[config.mk]
export PLATFORM = sky130hd
export DESIGN_NAME = gerador_pwm_multicanal
export DESIGN_NICKNAME = d
export VERILOG_FILES = /design/src/rtl/gerador_pwm_multicanal.sv
export SDC_FILE = /design/constraint.sdc
export NUM_CORES = 1
export LEC_CHECK = 0
export CELL_PAD_IN_SITES_DETAIL_PLACEMENT = 1
export CELL_PAD_IN_SITES_GLOBAL_PLACEMENT = 1
export CORE_ASPECT_RATIO = 0.75
export CORE_MARGIN = 2
export CORE_UTILIZATION = 51
export CTS_BUF_LIST = sky130_fd_sc_hd__clkbuf_4
export DETAILED_ROUTE_END_ITERATION = 8
export PLACE_DENSITY = 0.9
export SYNTH_ARGS = -nofsm -noshare
export SYNTH_HDL_FRONTEND = slang
export SYNTH_SLANG_ARGS = --single-unit
[constraint.sdc]
create_clock -name clock -period 4 [get_ports clock]
set_input_delay 0.6 -clock clock [delete_from_list [all_inputs] [get_ports clock]]
set_output_delay 0.6 -clock clock [all_outputs]
set_load 0.01 [all_outputs]
[src/rtl/gerador_pwm_multicanal.sv]
`timescale 1ns/1ps
`default_nettype none
// ============================================================================
// Module   : gerador_pwm_multicanal
// Purpose  : CANAIS-channel PWM generator with debounced +/-/channel buttons
//            and a two-digit 7-segment readout of the selected channel's duty.
// Revision : 1.0 - initial release
// ============================================================================
module gerador_pwm_multicanal #(
    parameter int CANAIS   = 4,
    parameter int DIV      = 500,
    parameter int DEBOUNCE = 50000,
    parameter int WRAP     = 0,
    localparam int SEL_W   = (CANAIS > 1) ? $clog2(CANAIS) : 1
) (
    input  logic              clock,
    input  logic              reset,
    input  logic              btn_mais,
    input  logic              btn_menos,
    input  logic              btn_canal,
    output logic [CANAIS-1:0] pwm,
    output logic [SEL_W-1:0]  canal_sel,
    output logic [6:0]        display_ls,
    output logic [6:0]        display_ms,
    output logic              led
);

    localparam int         DB_W  = $clog2(DEBOUNCE + 1);
    localparam int         PS_W  = (DIV > 1) ? $clog2(DIV) : 1;
    localparam logic [6:0] C_MAX = 7'd99;

    logic [2:0]        btn_raw;
    logic [2:0]        sync1_q, sync1_d, sync2_q, sync2_d;
    logic [2:0]        stable_q, stable_d, press_q, press_d;
    logic [DB_W-1:0]   deb_cnt_q [3];
    logic [DB_W-1:0]   deb_cnt_d [3];
    logic [SEL_W-1:0]  sel_q, sel_d;
    logic [6:0]        duty_q [CANAIS];
    logic [6:0]        duty_d [CANAIS];
    logic [6:0]        shadow_q [CANAIS];
    logic [6:0]        shadow_d [CANAIS];
    logic [PS_W-1:0]   presc_q, presc_d;
    logic [6:0]        phase_q, phase_d;
    logic [CANAIS-1:0] pwm_q, pwm_d;
    logic              led_q, led_d;
    logic [6:0]        disp_ls_q, disp_ls_d, disp_ms_q, disp_ms_d;
    logic              tick;
    logic [6:0]        duty_cur, duty_new;
    logic [3:0]        tens, units;

    function automatic logic [6:0] seg7(input logic [3:0] d);
        case (d)
            4'd0:    seg7 = 7'h40;
            4'd1:    seg7 = 7'h79;
            4'd2:    seg7 = 7'h24;
            4'd3:    seg7 = 7'h30;
            4'd4:    seg7 = 7'h19;
            4'd5:    seg7 = 7'h12;
            4'd6:    seg7 = 7'h02;
            4'd7:    seg7 = 7'h78;
            4'd8:    seg7 = 7'h00;
            4'd9:    seg7 = 7'h10;
            default: seg7 = 7'h7F;
        endcase
    endfunction

    assign btn_raw = {btn_canal, btn_menos, btn_mais};

    // Bit 0 = mais, bit 1 = menos, bit 2 = canal; press pulses only on accepted rises.
    always_comb begin
        sync1_d  = btn_raw;
        sync2_d  = sync1_q;
        stable_d = stable_q;
        press_d  = 3'b000;
        for (int b = 0; b < 3; b++) begin
            deb_cnt_d[b] = '0;
            if (sync2_q[b] != stable_q[b]) begin
                if (deb_cnt_q[b] == DB_W'(DEBOUNCE - 1)) begin
                    stable_d[b] = sync2_q[b];
                    press_d[b]  = sync2_q[b];
                end else begin
                    deb_cnt_d[b] = deb_cnt_q[b] + 1'b1;
                end
            end
        end
    end

    always_comb begin
        sel_d = sel_q;
        for (int i = 0; i < CANAIS; i++) begin
            duty_d[i] = duty_q[i];
        end
        duty_cur = duty_q[sel_q];
        duty_new = duty_cur;
        if (press_q[0] && !press_q[1]) begin
            duty_new = (duty_cur == C_MAX) ? ((WRAP != 0) ? 7'd0 : C_MAX) : duty_cur + 7'd1;
        end else if (press_q[1] && !press_q[0]) begin
            duty_new = (duty_cur == 7'd0) ? ((WRAP != 0) ? C_MAX : 7'd0) : duty_cur - 7'd1;
        end
        // Duty edit uses the channel selected before a coincident canal press.
        duty_d[sel_q] = duty_new;
        if (press_q[2]) begin
            sel_d = (sel_q == SEL_W'(CANAIS - 1)) ? '0 : sel_q + 1'b1;
        end

        tick    = (presc_q == PS_W'(DIV - 1));
        presc_d = tick ? '0 : presc_q + 1'b1;
        phase_d = phase_q;
        if (tick) begin
            phase_d = (phase_q == C_MAX) ? 7'd0 : phase_q + 7'd1;
        end
        for (int i = 0; i < CANAIS; i++) begin
            shadow_d[i] = (tick && (phase_q == C_MAX)) ? duty_q[i] : shadow_q[i];
            pwm_d[i]    = (phase_q < shadow_q[i]);
        end
        led_d = pwm_d[sel_d];

        tens = 4'd0;
        for (int t = 1; t < 10; t++) begin
            if (duty_cur >= 7'(t * 10)) begin
                tens = 4'(t);
            end
        end
        units     = 4'(duty_cur - 7'(tens) * 7'd10);
        disp_ls_d = seg7(units);
        disp_ms_d = seg7(tens);
    end

    always_ff @(posedge clock or negedge reset) begin
        if (!reset) begin
            sync1_q   <= '0;
            sync2_q   <= '0;
            stable_q  <= '0;
            press_q   <= '0;
            for (int b = 0; b < 3; b++) begin
                deb_cnt_q[b] <= '0;
            end
            sel_q     <= '0;
            for (int i = 0; i < CANAIS; i++) begin
                duty_q[i]   <= '0;
                shadow_q[i] <= '0;
            end
            presc_q   <= '0;
            phase_q   <= '0;
            pwm_q     <= '0;
            led_q     <= 1'b0;
            disp_ls_q <= 7'h40;
            disp_ms_q <= 7'h40;
        end else begin
            sync1_q   <= sync1_d;
            sync2_q   <= sync2_d;
            stable_q  <= stable_d;
            press_q   <= press_d;
            for (int b = 0; b < 3; b++) begin
                deb_cnt_q[b] <= deb_cnt_d[b];
            end
            sel_q     <= sel_d;
            for (int i = 0; i < CANAIS; i++) begin
                duty_q[i]   <= duty_d[i];
                shadow_q[i] <= shadow_d[i];
            end
            presc_q   <= presc_d;
            phase_q   <= phase_d;
            pwm_q     <= pwm_d;
            led_q     <= led_d;
            disp_ls_q <= disp_ls_d;
            disp_ms_q <= disp_ms_d;
        end
    end

    assign pwm        = pwm_q;
    assign canal_sel  = sel_q;
    assign display_ls = disp_ls_q;
    assign display_ms = disp_ms_q;
    assign led        = led_q;

endmodule
`default_nettype wire

==> results.yml, run 1 <==
place:
  dp.cells: 956
  dpl.hpwl_um: 13790
  port_buffers: 25
  place.gp.congestion: 0.8295
logic_synthesis:
  synth_compound_area_frac: 0.09378
  syn_inst: 747
  seq_area_frac_synth: 0.4960
  post_synth_xor_area_fraction: 0.06349
  netlist_top_cells_count: "dfrtp_1, nor2_1, nand2_1"
  synth_fa_ha_area_frac: 0.07677
  synthDistinctLibCells: 55
  yosys.area_share.simple: 0.1634
  synthFlopType: "dfrtp_1"
  synth_warnings: 0
  synthTopCellsByArea: "dfrtp_1, ha_1, nor2_1"
  synth_edf_count: 0
  synth.top_cell.area_share: 0.4891
  synthArstFlopShare: 1.000
  yosys.area.top_type: "dfrtp_1"
  syn_avg_cell_area_um2: 10.34
  syn_nets: 798
  synth-seq-cells: 153
  yosysMostFrequentCell: "dfrtp_1"
  syn_area_mm2: 0.007725
  synth_mux_area_frac: 0.07386
  synth_top_family_by_area: "simple AND/OR/NAND/NOR gates"
finish:
  final_cells: 990
  fillers: 1632
  areaGrowthSynthToFinish_pct: 10.12
  antenna_cells: 0
  fin_nets: 828
  drive_gt1_frac: 0.1190
pwr:
  power_w: 0.002588
  p_seq_frac: 0.605
  p_per_area_mw_per_mm2: 304.2
  power_switching_w: 0.0006359
  p_clk_frac: 0.373
  power_leakage_nw: 3.889
  switching_share: 0.2457
  p_int_w: 0.001952
  ir_drop_mv: 0.2273
  combPwrFrac: 0.022
timing:
  worstMarginPinSlew_ps: 905.2
  max_freq_ghz: 0.2668
  maxSlewViolCount: 0
  finalSetupViolCount: 0
  fin_crit_ps: 3749
  post-route-period-util: 0.9372
  relSlewSlack: 0.3880
  finalHoldViolCount: 0
  rsz0062_at_grt: "no"
  fin_tns_setup_ps: 0
  clock_skew_ps: 22.78
clock_tree:
  clk_pin_slew_ps: 140
  clock-sinks: 153
  numCtsBuffers: 17
  hold_buffers: 0
  clkLatencyLatePin_ps: 570
  cts_tree: "yes"
  cts-htree-levels: 4
  root_buffer: "clkbuf_4"
  cts_buffer_depth: 2
die:
  io_pins: 26
  rows: 38
  die_h_um: 110.6
  die_w_um: 146.1
  die-area_mm2: 0.01616
  initial_core_util: 0.5275
  core_area_mm2: 0.01464
job:
  drv_cap: 0
worst_setup_path:
  reg2reg_slack_ps: 250
  cp_max_fo: 11
  setup.worst_path.start_class: "flop"
  end_kind: "flop"
  path_class: "flop to flop"
  critical_path_arrival_ps: 4260
  critPathRequiredTime_ps: 4510
route:
  wl_per_cell_um: 19.40
  routed_via_density: 5.776
  dr_total_vias: 5718
  first_iter_violations: 383
  ant_nets: 0
  drt_wl_total_um: 19210
  drtPass1Iterations: 4
  drcViolationCount: 0
grt:
  overflow: 0
  antenna_found_initial: 0
  grt_pass1_vias: 6406
  grt_max_degree: 80
  grt_first_pass_wirelength_um: 32600
  gr-usage-all-layers: 0.2528
status:
  outcome: "complete, no violations"
worst_hold_path:
  hold_path.class: "primary input to async pin"
[path summary, 6_finish.rpt]
check                                            start                       to  cells past startpoint
max in group asynchronous                        reset   canal_sel[1]$_DFF_PN0_                      2
worst max-delay path            canal_sel[0]$_DFF_PN0_  display_ls[5]$_DFF_PN0_                     13
min in group clock                sync1_q[2]$_DFF_PN0_     sync2_q[2]$_DFF_PN0_                      0
worst min-delay path                             reset   deb_cnt_q[4]$_DFF_PN0_                      1
worst max register to register  canal_sel[0]$_DFF_PN0_  display_ls[5]$_DFF_PN0_                     13
worst min register to register    sync1_q[2]$_DFF_PN0_     sync2_q[2]$_DFF_PN0_                      0
[metal layers]
layer | part of all wire | up-vias | GRT usage
met5 | 0 | - | 0
met4 | 0.024 | 0 | 0.08091
met3 | 0.041 | 44 | 0.05950
met2 | 0.50 | 117 | 0.4305
met1 | 0.43 | 2934 | 0.3211
li1 | - | 2623 | -
[worst max-delay path, cell delays in order (launching register included)]
cell and delay [ps]:
dfrtp_2 520, mux4_2 550, ha_1 230, or3_1 380
a21oi_1 140, or3_4 160, mux2i_4 80, ha_1 210
fa_1 380, xor2_1 180, xnor2_1 150, buf_4 210
mux2_2 360, a21oi_1 140
[kinds of logic after synthesis]
group | count (synthesis)
AND/OR/NAND/NOR | 267
flip-flops | 153
AO/OA/AOI/OAI | 119
buffers and inverters | 62
XOR/XNOR | 56
adder cells (fa/ha/maj) | 47
multiplexers | 43
[layout make-up]
class | instances | area [µm²] | share of cell area
clock inverters | 14 | 150.1 | 0.01765
inverters | 37 | 138.9 | 0.01633
flip-flops and latches | 153 | 3834 | 0.4507
repair buffers | 36 | 346.6 | 0.04074
well taps | 200 | 250.2 | 0.02942
clock buffers | 18 | 135.1 | 0.01588
multi-input cells | 532 | 3652 | 0.4293
[power by group through the flow]
stage / sequential (W) / clock (W) / combinational [W]
after global placement: 0.00159 / 0 / 0.0000552
final: 0.00156 / 0.000967 / 0.0000569
after global routing: 0.00157 / 0.00105 / 0.0000658
after CTS: 0.00156 / 0.000988 / 0.0000595
after floorplan: 0.00159 / 0 / 0.0000168
after detailed placement: 0.00159 / 0 / 0.0000592
[repair_timing]
item | 4_1_cts | 5_1_grt
setup endpoints to repair | 0 | 4
gates resized for setup | 0 | 2
hold endpoints to repair | 0 | 0
setup buffers | 0 | 2
[stage by stage]
stage               instance area (µm²)  utilization  worst slack (ps)  hold WS, ps
CTS                                8489       0.5797             133.4        46.62
global placement                   8204       0.5602             269.4        334.1
detailed placement                 8204       0.5602             158.5        335.6
global route                       8507       0.5809             5.239        47.17
floorplan                          7725            -             273.0        304.4
finish                             8507       0.5809             251.3        50.26
[state kept, by name, summed over array words and instances (netlist names)]
| name | count |
|---|---|
| sync2_q | 3 |
| duty_q | 28 |
| presc_q | 9 |
| press_q | 3 |
| phase_q | 7 |
| pwm | 4 |
| display_ms | 7 |
| canal_sel | 2 |
| deb_cnt_q | 48 |
| stable_q | 3 |
| sync1_q | 3 |
| shadow_q | 28 |
| led | 1 |
| display_ls | 7 |
[cell usage in the layout, fill, tap and decap left out, types with 5 or more instances in the layout]
master,instances
nand3_1,21
a21oi_1,26
a31oi_1,8
nor4b_1,5
and3_1,19
mux2i_1,6
xor2_1,30
mux2_2,28
xnor2_1,26
mux4_2,7
nor2_1,87
nor3_1,9
nand2_1,79
o21ai_0,43
nand4_1,10
ha_1,45
nand2b_1,6
clkbuf_4,18
inv_1,36
buf_4,10
or3_1,8
clkdlybuf4s50_1,24
a21o_1,21
dfrtp_1,149
(Power assumes the default switching activity.)
==> run 2, diff against run 1 <==
--- a/config.mk
+++ b/config.mk
@@ -13,6 +13,7 @@
 export CTS_BUF_LIST = sky130_fd_sc_hd__clkbuf_4
 export DETAILED_ROUTE_END_ITERATION = 8
 export PLACE_DENSITY = 0.9
+export SKIP_LAST_GASP = 1
 export SYNTH_ARGS = -nofsm -noshare
 export SYNTH_HDL_FRONTEND = slang
 export SYNTH_SLANG_ARGS = --single-unit
==> results of run 2 <==
No change in the layout: final DEF, timing and power equal those of run 1.
==> run 3, diff against run 2 <==
--- a/config.mk
+++ b/config.mk
@@ -5,6 +5,7 @@
 export SDC_FILE = /design/constraint.sdc
 export NUM_CORES = 1
 export LEC_CHECK = 0
+export ABC_CLOCK_PERIOD_IN_PS = 4000
 export CELL_PAD_IN_SITES_DETAIL_PLACEMENT = 1
 export CELL_PAD_IN_SITES_GLOBAL_PLACEMENT = 1
 export CORE_ASPECT_RATIO = 0.75
@@ -13,6 +14,7 @@
 export CTS_BUF_LIST = sky130_fd_sc_hd__clkbuf_4
 export DETAILED_ROUTE_END_ITERATION = 8
 export PLACE_DENSITY = 0.9
+export REMOVE_ABC_BUFFERS = 1
 export SKIP_LAST_GASP = 1
 export SYNTH_ARGS = -nofsm -noshare
 export SYNTH_HDL_FRONTEND = slang
==> run 3 against run 2 <==
Compared with the run above:
- final area grew 1.7%
- first-iteration DRC count grew 3.1%
- flip-flop and latch count is the same
- clock skew shrank 7.9 ps
- count of clock-buffer cells in the layout grew 1
- sequential power is essentially flat
==> results.yml, run 3 (same netlist as run 1, synthesis figures left out) <==
status:
  outcome: "complete, no violations"
route:
  drt_wl_total_um: 19460
  routed-wl-met3_um: 718
  drcViolationCount: 0
  routed_via_density: 5.810
  ant_nets: 0
  top_layer: "met4"
  first_iter_violations: 395
  wl_per_cell_um: 19.44
  drt-met1-wl_um: 8854
  dr_total_vias: 5816
  met2_length_um: 9434
  drtPass1Iterations: 7
worst_hold_path:
  hold_path.class: "primary input to async pin"
clock_tree:
  clk_pin_slew_ps: 130
  numCtsBuffers: 17
  root_buffer: "clkbuf_4"
  hold_buffers: 0
  clock-sinks: 153
  clkLatencyLatePin_ps: 580
  cts_buffer_depth: 2
  cts-htree-levels: 4
  cts_tree: "yes"
pwr:
  p_clk_frac: 0.398
  power_w: 0.002695
  combPwrFrac: 0.021
  power_switching_w: 0.0006192
  p_per_area_mw_per_mm2: 311.6
  switching_share: 0.2297
  power_leakage_nw: 3.976
  p_int_w: 0.002076
  ir_drop_mv: 0.2685
  p_seq_frac: 0.580
finish:
  top_regs: "deb_cnt_q: 48 flops, duty_q: 28 flops, shadow_q: 28 flops"
  drive_gt1_frac: 0.1348
  areaGrowthSynthToFinish_pct: 11.95
  fin_nets: 839
  final_cell_mix: "dfrtp_1, nor2_1, nand2_1"
  max_flop_register: "deb_cnt_q"
  antenna_cells: 0
  layout_commonest_cell: "dfrtp_1"
  largest_reg_flops: 48
timing:
  maxSlewViolCount: 0
  relSlewSlack: 0.4357
  whs_ps: 33.76
  clock_skew_ps: 14.85
  finalSetupViolCount: 0
  finalHoldViolCount: 0
  fin_crit_ps: 3907
  max_freq_ghz: 0.2559
  post-route-period-util: 0.9768
  worstMarginPinSlew_ps: 834.7
worst_setup_path:
  r2r-start: "canal_sel[0]$_DFF_PN0_"
  critical_path_arrival_ps: 4420
  end_kind: "flop"
  critPathRequiredTime_ps: 4510
  setup.worst_path.start_class: "flop"
  cp_max_fo: 8
  path_class: "flop to flop"
  critPathLaunch: "canal_sel[0]$_DFF_PN0_"
grt:
  gr-usage-all-layers: 0.2509
  antenna_found_initial: 0
  grt_max_degree: 79
  overflow: 0
  grt_pass1_vias: 6301
  grt_first_pass_wirelength_um: 32330
die:
  die_w_um: 146.1
  initial_core_util: 0.5275
  rows: 38
  io_pins: 26
  core_area_mm2: 0.01464
  die_h_um: 110.6
  die-area_mm2: 0.01616
place:
  port_buffers: 25
  dpl.hpwl_um: 13680
  place.gp.congestion: 0.8843
job:
  drv_cap: 0
[run 3: layout make-up]
type                       instances  area, µm²
clock buffer                      19      142.6
clock inverter                    13      177.7
fill                            1631       5996
inverter                          37      138.9
multi-input combinational        532       3674
sequential                       153       3832
tap                              200      250.2
timing repair buffer              47      432.9
[run 3: stage by stage]
stage               setup WS, ps  TNS [ps]  instances  instance area [µm²]    util
finish                     92.91         0       1001                 8648  0.5906
global route              -64.31    -64.31       1001                 8648  0.5906
CTS                        57.81         0        996                 8579  0.5859
detailed placement        -111.6    -305.6        964                 8252  0.5635
global placement           158.8         0        964                 8252  0.5635
floorplan                 -871.0    -26790        722                 7611       -
[run 3: power groups by stage]
| stage | logic (W) | registers (W) | clock network, W |
|---|---|---|---|
| 2_1_floorplan | 0.0000159 | 0.00159 | 0 |
| 3_3_place_gp | 0.0000556 | 0.00159 | 0 |
| 3_5_place_dp | 0.0000610 | 0.00159 | 0 |
| 4_1_cts | 0.0000615 | 0.00156 | 0.00109 |
| 5_1_grt | 0.0000673 | 0.00157 | 0.00116 |
| 6_report | 0.0000577 | 0.00156 | 0.00107 |
[run 3: path summary, 6_finish.rpt]
path | to | slack [ps] | cells after the start
max reg2reg | display_ls[5]$_DFF_PN0_ | 90 | 15
max in group asynchronous | display_ms[6]$_DFF_PN1_ | 3060 | 2
max | display_ls[5]$_DFF_PN0_ | 90 | 15
min reg2reg | sync2_q[1]$_DFF_PN0_ | 360 | 0
min | deb_cnt_q[24]$_DFF_PN0_ | 30 | 1
min in group clock | sync2_q[1]$_DFF_PN0_ | 360 | 0
[run 3: repair_timing]
item                                   in CTS  in global routing
endpoints found under the hold margin       0                  0
resized for setup                           1                  5
pin swaps                                   0                  1
buffers inserted                            0                  5
setup endpoints to repair                   6                  6
[run 3: per-layer routing]
layer,vias to the layer above,global-route usage
met5,-,0
met4,0,0.09256
met3,48,0.04876
met2,123,0.4047
met1,2995,0.3395
li1,2650,-
[run 3: worst max-delay path, stage by stage, from the launching register on]
cell and delay [ps]:
dfrtp_1 370, buf_6 150, buf_12 110, mux4_2 590
buf_4 210, xor2_1 190, o21ai_1 90, or3_4 400
mux2i_4 240, ha_1 240, fa_2 240, xor2_2 180
xnor2_2 150, buf_4 180, mux2_2 340, a21oi_1 150
